--- config.mk ---
export PLATFORM = sky130hd
export DESIGN_NAME = axis_frame_arbiter
export DESIGN_NICKNAME = d
export VERILOG_FILES = /design/src/rtl/axis_udp_pkg.sv /design/src/rtl/rr_arbiter.sv /design/src/rtl/axis_frame_arbiter.sv
export SDC_FILE = /design/constraint.sdc
export NUM_CORES = 1
export LEC_CHECK = 0
export ABC_AREA = 1
export CAP_MARGIN = 0
export CORE_AREA = 2 2 147 149
export DETAILED_ROUTE_END_ITERATION = 10
export DIE_AREA = 0 0 149 151
export GPL_TIMING_DRIVEN = 0
export PLACE_DENSITY = 0.58
export SYNTH_ARGS = -nofsm -noshare
export SYNTH_HDL_FRONTEND = slang
export SYNTH_SLANG_ARGS = --single-unit
--- constraint.sdc ---
create_clock -name axis_clk -period 1.5 [get_ports axis_clk]
set_input_delay 0.3 -clock axis_clk [delete_from_list [all_inputs] [get_ports axis_clk]]
set_output_delay 0.3 -clock axis_clk [all_outputs]
set_load 0.01 [all_outputs]
--- src/rtl/axis_udp_pkg.sv ---
// Shared types and helpers for the AXIS frame arbiter.
package axis_udp_pkg;

  typedef enum logic {
    ST_IDLE,
    ST_XFER
  } arb_state_t;

  // Largest port count the rotate helper supports.
  localparam int RR_MAX_PORTS = 16;

  // Round-robin pick: first set bit of req scanning last+1, last+2, ... (mod n).
  // Returns 0 when req is empty; callers qualify with |req.
  function automatic int rr_next(input logic [RR_MAX_PORTS-1:0] req,
                                 input int last,
                                 input int n);
    int   pick;
    int   cand;
    logic found;
    pick  = 0;
    found = 1'b0;
    for (int k = 1; k <= RR_MAX_PORTS; k++) begin
      cand = (last + k) % n;
      if ((k <= n) && !found && (|(req & (RR_MAX_PORTS'(1) << cand)))) begin
        pick  = cand;
        found = 1'b1;
      end
    end
    return pick;
  endfunction

endpackage

--- src/rtl/rr_arbiter.sv ---
// Combinational round-robin selector: request vector plus previous winner in,
// next winner index and "any request" flag out.
module rr_arbiter
  import axis_udp_pkg::*;
#(
  parameter int NUM_PORTS = 4,
  localparam int PORT_IDX_WIDTH = $clog2(NUM_PORTS)
) (
  input  logic [NUM_PORTS-1:0]      req,
  input  logic [PORT_IDX_WIDTH-1:0] last_grant,
  output logic [PORT_IDX_WIDTH-1:0] grant_idx,
  output logic                      grant_any
);

  logic [RR_MAX_PORTS-1:0] req_ext;
  int                      pick;

  // Widen the request to the helper's fixed width and rotate-scan it.
  always_comb begin
    req_ext = RR_MAX_PORTS'(req);
    pick    = rr_next(req_ext, int'(last_grant), NUM_PORTS);
  end

  assign grant_idx = PORT_IDX_WIDTH'(pick);
  assign grant_any = |req;

endmodule

--- src/rtl/axis_frame_arbiter.sv ---
// Frame-level round-robin arbiter: NUM_PORTS AXI-Stream sources share one
// master port. The grant is locked from a frame's first beat through tlast.
//
// Handshake: a beat moves on any edge where tvalid && tready are both high.
// A source holds tvalid and its payload until it sees tready; tready may be
// high or low independently of tvalid. Only the granted port ever sees
// tready, and it sees the filter's m_axis_tready unchanged (pure mux, no
// buffering), so no beat can be lost or duplicated in the arbiter.
// The grant_valid_o output mirrors the FSM state (1 = XFER).
module axis_frame_arbiter
  import axis_udp_pkg::*;
#(
  parameter int NUM_PORTS       = 4,
  parameter int AXIS_DATA_WIDTH = 64,
  localparam int PORT_IDX_WIDTH = $clog2(NUM_PORTS),
  localparam int STRB_WIDTH     = AXIS_DATA_WIDTH / 8
) (
  input  logic                            axis_clk,
  input  logic                            axis_s_rst,
  input  logic                            en,
  input  logic [NUM_PORTS-1:0]            s_axis_tvalid,
  input  logic [NUM_PORTS*AXIS_DATA_WIDTH-1:0] s_axis_tdata,
  input  logic [NUM_PORTS*STRB_WIDTH-1:0] s_axis_tstrb,
  input  logic [NUM_PORTS-1:0]            s_axis_tlast,
  output logic [NUM_PORTS-1:0]            s_axis_tready,
  output logic                            m_axis_tvalid,
  output logic [AXIS_DATA_WIDTH-1:0]      m_axis_tdata,
  output logic [STRB_WIDTH-1:0]           m_axis_tstrb,
  output logic                            m_axis_tlast,
  input  logic                            m_axis_tready,
  output logic [PORT_IDX_WIDTH-1:0]       grant_o,
  output logic                            grant_valid_o
);

  arb_state_t                state_q, state_d;
  logic [PORT_IDX_WIDTH-1:0] grant_q, grant_d;
  logic [PORT_IDX_WIDTH-1:0] last_grant_q, last_grant_d;
  logic                      grant_valid_q, grant_valid_d;

  logic [PORT_IDX_WIDTH-1:0] rr_idx;
  logic                      rr_any;

  rr_arbiter #(
    .NUM_PORTS(NUM_PORTS)
  ) u_rr (
    .req       (s_axis_tvalid),
    .last_grant(last_grant_q),
    .grant_idx (rr_idx),
    .grant_any (rr_any)
  );

  // State and grant registers; reset makes port 0 the first winner.
  always_ff @(posedge axis_clk) begin
    if (axis_s_rst) begin
      state_q       <= ST_IDLE;
      grant_q       <= '0;
      last_grant_q  <= PORT_IDX_WIDTH'(NUM_PORTS - 1);
      grant_valid_q <= 1'b0;
    end else begin
      state_q       <= state_d;
      grant_q       <= grant_d;
      last_grant_q  <= last_grant_d;
      grant_valid_q <= grant_valid_d;
    end
  end

  // Next state: grab a port in IDLE when enabled, release it on the tlast beat.
  always_comb begin
    state_d       = state_q;
    grant_d       = grant_q;
    last_grant_d  = last_grant_q;
    grant_valid_d = grant_valid_q;
    case (state_q)
      ST_IDLE: begin
        if (en && rr_any) begin
          grant_d       = rr_idx;
          last_grant_d  = rr_idx;
          grant_valid_d = 1'b1;
          state_d       = ST_XFER;
        end
      end
      ST_XFER: begin
        if (m_axis_tvalid && m_axis_tready && m_axis_tlast) begin
          grant_valid_d = 1'b0;
          state_d       = ST_IDLE;
        end
      end
      default: begin
        grant_valid_d = 1'b0;
        state_d       = ST_IDLE;
      end
    endcase
  end

  // Output mux: granted port passes straight through in XFER, all quiet in IDLE.
  always_comb begin
    m_axis_tvalid = 1'b0;
    m_axis_tdata  = '0;
    m_axis_tstrb  = '0;
    m_axis_tlast  = 1'b0;
    s_axis_tready = '0;
    if (state_q == ST_XFER) begin
      for (int p = 0; p < NUM_PORTS; p++) begin
        if (grant_q == PORT_IDX_WIDTH'(p)) begin
          m_axis_tvalid    = s_axis_tvalid[p];
          m_axis_tdata     = s_axis_tdata[p*AXIS_DATA_WIDTH +: AXIS_DATA_WIDTH];
          m_axis_tstrb     = s_axis_tstrb[p*STRB_WIDTH +: STRB_WIDTH];
          m_axis_tlast     = s_axis_tlast[p];
          s_axis_tready[p] = m_axis_tready;
        end
      end
    end
  end

  assign grant_o       = grant_q;
  assign grant_valid_o = grant_valid_q;

endmodule

After elaboration in Yosys (flattened, before gate mapping)
Cells that the tools add are included.

Memories kept: 0. RAM bits: 0. Latch bits: 0. Memory bits (read-only): 0. Register bits: 6. Output and inout bits: 81. Word-level logic and storage cells: 85.

Divide/modulo/power cells: 0. Shift-type cells: 4. Add/subtract/negate cells: 4. $mul: 0. Bitwise gates (word level): 9. Muxes and demuxes: 38. Equal/unequal tests: 5. Reduce and logical (&&, ||, !) cells: 21. Magnitude comparators: 0.

Operator list (count): 64-bit two-way mux (5); 1-bit by 32-bit << shifter with 16-bit output, first input constant (4); 4-bit by 16-bit bitwise AND with 16-bit output (4); 16-bit OR reduction (4); 8-bit two-way mux (5); 1-bit two-way mux (21); 2-bit two-way mux (4); 2-bit OR reduction (4); 1-bit logical AND (6); 2-bit by 1-bit adder with 2-bit output, second input constant (2); 2-bit adder, second input constant (2); 1-bit bitwise AND, first input constant (4); 2-bit == test, second input constant (2); 4-bit two-way mux (1); 1-bit one-hot mux with 2 select lines (2); 2-bit AND reduction (2); 4-bit OR reduction (1); 1-bit zero test (3); 2-bit by 1-bit == test with 1-bit output, second input constant (1); 2-bit zero test (1); 2-bit by 1-bit != test with 1-bit output, second input constant (1); 2-bit != test, second input constant (1); 1-bit NOT (1).

Longest topological paths before layout
Word-level depth: 16. Gate-level depth with buffers: 12.

Modules after synthesis
Synthesis repeated with hierarchy kept, for this count alone.

Cells, all modules: 562. Area, all modules: 3230.6 um^2.

By module, submodules not included: axis_frame_arbiter (cells each 501, instances 1, area an instance 2932.8 um^2, sequential area each 120.1 um^2); rr_arbiter (cells each 61, instances 1, area an instance 297.8 um^2, sequential area each 0.0 um^2).

Worst setup path after synthesis
OpenSTA, ideal clock, no wires.

Path type: reg-to-output. Start point: register grant_q[0] (netlist: grant_o[0]). End point: output port m_axis_tdata[20]. Path slack: -0.053 ns. Arrival: 1.253 ns. Stages on the path, launching flop included: 10. Cell sequence: dfxtp_1 buf_6 inv_4 nor2_4 buf_4 buf_4 nand2_1 nand3_1 o211ai_1 inv_1.

Word-level cells in the longest chain between the ends: 6.

RTL lines: start, declared (line axis_frame_arbiter.sv:36) `logic [PORT_IDX_WIDTH-1:0] grant_q, grant_d;`; start signal, assigned (line axis_frame_arbiter.sv:61) `grant_q <= grant_d;`; 2-bit zero test (line axis_frame_arbiter.sv:104) `if (grant_q == PORT_IDX_WIDTH'(p)) begin`; 64-bit two-way mux (3 in series) (line axis_frame_arbiter.sv:104); 64-bit two-way mux (*) (line axis_frame_arbiter.sv:104); 64-bit two-way mux (*) (line axis_frame_arbiter.sv:102) `if (state_q == ST_XFER) begin`; end, declared (line axis_frame_arbiter.sv:27) `output logic [AXIS_DATA_WIDTH-1:0] m_axis_tdata,`.

Mark *: on every way between the ends. The rest lies on a longest branch, timed or not.

Worst setup path in the final report
Start point: register grant_q[0] (netlist: grant_o[0]). End point: output port m_axis_tdata[4].

Same word-level chain as after synthesis.

==> results.json <==
{
  "status": "finished with violations",
  "violations": "setup timing",
  "wirelength_mm": 23.0,
  "ir_drop_mv": 0.295,
  "cts_made_buffers": 3,
  "antenna_found_initial": 0,
  "synth_adder_area_share": 0.0179,
  "final_cell_mix": "297 x clkdlybuf4s50_1, 93 x nand2_1, 68 x nor2_1, 63 x buf_2, 44 x inv_1",
  "synthSimpleGateAreaFrac": 0.412,
  "antenna_cells": 0,
  "yosys.area.top_type": "nand2_1",
  "cts.htree.levels": 1,
  "clock.fmax_ghz": 0.494,
  "dr_wl_met3_mm": 1.72,
  "core_sq_um": 20800,
  "ys_ff_latch": 6,
  "drt-met1-wl_mm": 8.51,
  "ctsHoldBuffers": 0,
  "tightest_slew_ns": 0.509,
  "cts.sinks": 6,
  "synth_top_family_by_area": "simple AND/OR/NAND/NOR gates",
  "initial_utilization": 0.134,
  "rows": 53,
  "placedCellCount": 1210,
  "crit_arrival_ns": 1.73,
  "grt_max_degree": 11,
  "final-instance-count-excl-fill": 1256,
  "met2_length_mm": 12.3,
  "finalSetupTns_ns": -35.20,
  "start_kind": "flop",
  "top_layer": "met4",
  "dieArea_sq_um": 22500,
  "synth_top_area_frac": 0.200,
  "seq_area_frac_synth": 0.0430,
  "drive_gt1_frac": 0.379,
  "fin_skew_ns": 0.00282,
  "drc_errors": 0,
  "hold_class": "flop to flop",
  "syn_area_sq_um": 2800,
  "synthesis.nets": 859,
  "final_common_cell": "clkdlybuf4s50_1",
  "clk_latency_ns": 0.23,
  "port_buffers": 380,
  "first_pass_iters": 4,
  "die_w_um": 149,
  "hpwl_mm": 17.2,
  "synth_compound_area_frac": 0.364,
  "ys_types": 26,
  "stdcell_area_sq_um": 8980,
  "grt_pass1_vias": 5619,
  "root_buffer": "clkbuf_16",
  "avgSynthCellArea_sq_um": 5.04,
  "period_needed_ns": 2.03,
  "critPathMaxFanout": 7,
  "avgRoutedWirePerCell_um": 18.3,
  "ant_nets": 0,
  "dr_total_vias": 5607,
  "drtIter0Drc": 179,
  "ios": 381,
  "place_ws_ns": -1.06,
  "grt.total_usage": 0.179,
  "p_per_area_nw_per_um2": 581,
  "routabilityCongestion": 0.848,
  "dieHeight_um": 151,
  "finalHoldViolCount": 0,
  "synthMuxAreaShare": 0,
  "slew_violations": 0,
  "grt_pass1_wl_mm": 31.4,
  "total_leakage_power_nw": 3.94,
  "overflow": 0,
  "clockBufferDepth": 2,
  "placedInstanceArea_sq_um": 7060,
  "drv_cap": 0,
  "critPathRequiredTime_ns": 1.20,
  "cts_tree": "built",
  "fin_nets": 1287,
  "syn_inst": 555,
  "period_share": 1.35,
  "area_growth_pct": 221,
  "routed_via_density": 4.46,
  "setup_viol": 79,
  "yosys-top-cells-area": "nand2_1 20%, nor2_1 11%, o221ai_1 10%, o211ai_1 9.9%, nand3_1 8.1%",
  "rsz0062_at_grt": "true",
  "end_kind": "output pin",
  "slew-limit-headroom": 0.661,
  "post-route-util": 0.431,
  "critical_path_class": "flop to output pin",
  "synth_warnings": 0,
  "path_clk_slew_ns": 0.03,
  "synth_xor_area_frac": 0,
  "fin_ws_ns": -0.526
}
==> path summary, 6_finish.rpt <==
check	endpoint	start	depth (start not counted)	slack, ns
min reg2reg	grant_valid_o	grant_valid_o	2	0.48
max reg2reg	grant_o[1]	last_grant_q[0]	10	-0.01
max	m_axis_tdata[4]	grant_o[0]	10	-0.53
min	grant_valid_o	grant_valid_o	2	0.48
==> cell usage after synthesis, drive strengths merged <==
| library cell | number |
|---|---|
| a21oi | 41 |
| clkbuf | 18 |
| nor2 | 84 |
| nand4 | 1 |
| or2 | 2 |
| o21ai | 47 |
| nor3 | 1 |
| dfxtp | 6 |
| o22ai | 3 |
| o221ai | 32 |
| o211ai | 37 |
| ha | 4 |
| nand3 | 45 |
| buf | 28 |
| inv | 56 |
| nand2 | 150 |
==> power by group <==
| part | total [mW] | internal [mW] | switching, mW |
|---|---|---|---|
| Sequential | 0.210 | 0.183 | 0.0270 |
| Clock | 0.438 | 0.343 | 0.0954 |
| Combinational | 4.57 | 2.52 | 2.05 |
| Total | 5.22 | 3.04 | 2.17 |
==> stage by stage <==
stage | hold slack, ns | total power [mW]
after floorplan | 0.362 | 1.52
after global placement | 0.476 | 3.17
after detailed placement | 0.477 | 3.17
after CTS | 0.482 | 4.38
after global routing | 0.512 | 5.54
final | 0.485 | 5.22
==> worst max-delay path, cell delays in order, from the launching register on <==
cell and delay (ns):
dfxtp_2 0.32, buf_12 0.15, nor2_4 0.23, buf_12 0.17
buf_12 0.11, buf_16 0.11, nand2_4 0.04, nand3_2 0.05
o211ai_1 0.10, inv_1 0.10, buf_6 0.10
==> registers in the layout (all words and copies together), names as in the netlist <==
signal and flops:
grant_valid_o 1, state_q 1, grant_o 2, last_grant_q 2
==> kinds of logic (layout without fill, tap and decap cells) <==
family,Yosys count,in the layout
AND/OR/NAND/NOR,283,283
flip-flops,6,6
buffers and inverters,102,528
AO/OA/AOI/OAI,160,160
adder cells (fa/ha/maj),4,4
==> routing by layer <==
layer / vias to the layer above / GRT usage
met4: 0 / 0.0514
met1: 2590 / 0.210
met5: - / 0
met3: 27 / 0.0301
li1: 2749 / -
met2: 241 / 0.335
==> layout make-up <==
class,instances,area [sq um]
plain buffers,45,601
flip-flops and latches,6,130
fillers,2053,11800
repair buffers,424,4140
clock buffers,3,75.1
multi-input cells,447,3450
inverters,56,250
well taps,275,344
==> timing repair <==
action,CTS,global route
buffers inserted,28,7
gates cloned,6,5
gates resized for setup,529,190
endpoints found under the setup margin,84,84
endpoints found under the hold margin,0,0
pin swaps,9,54
No activity file was read; power rests on OpenSTA's default activity.
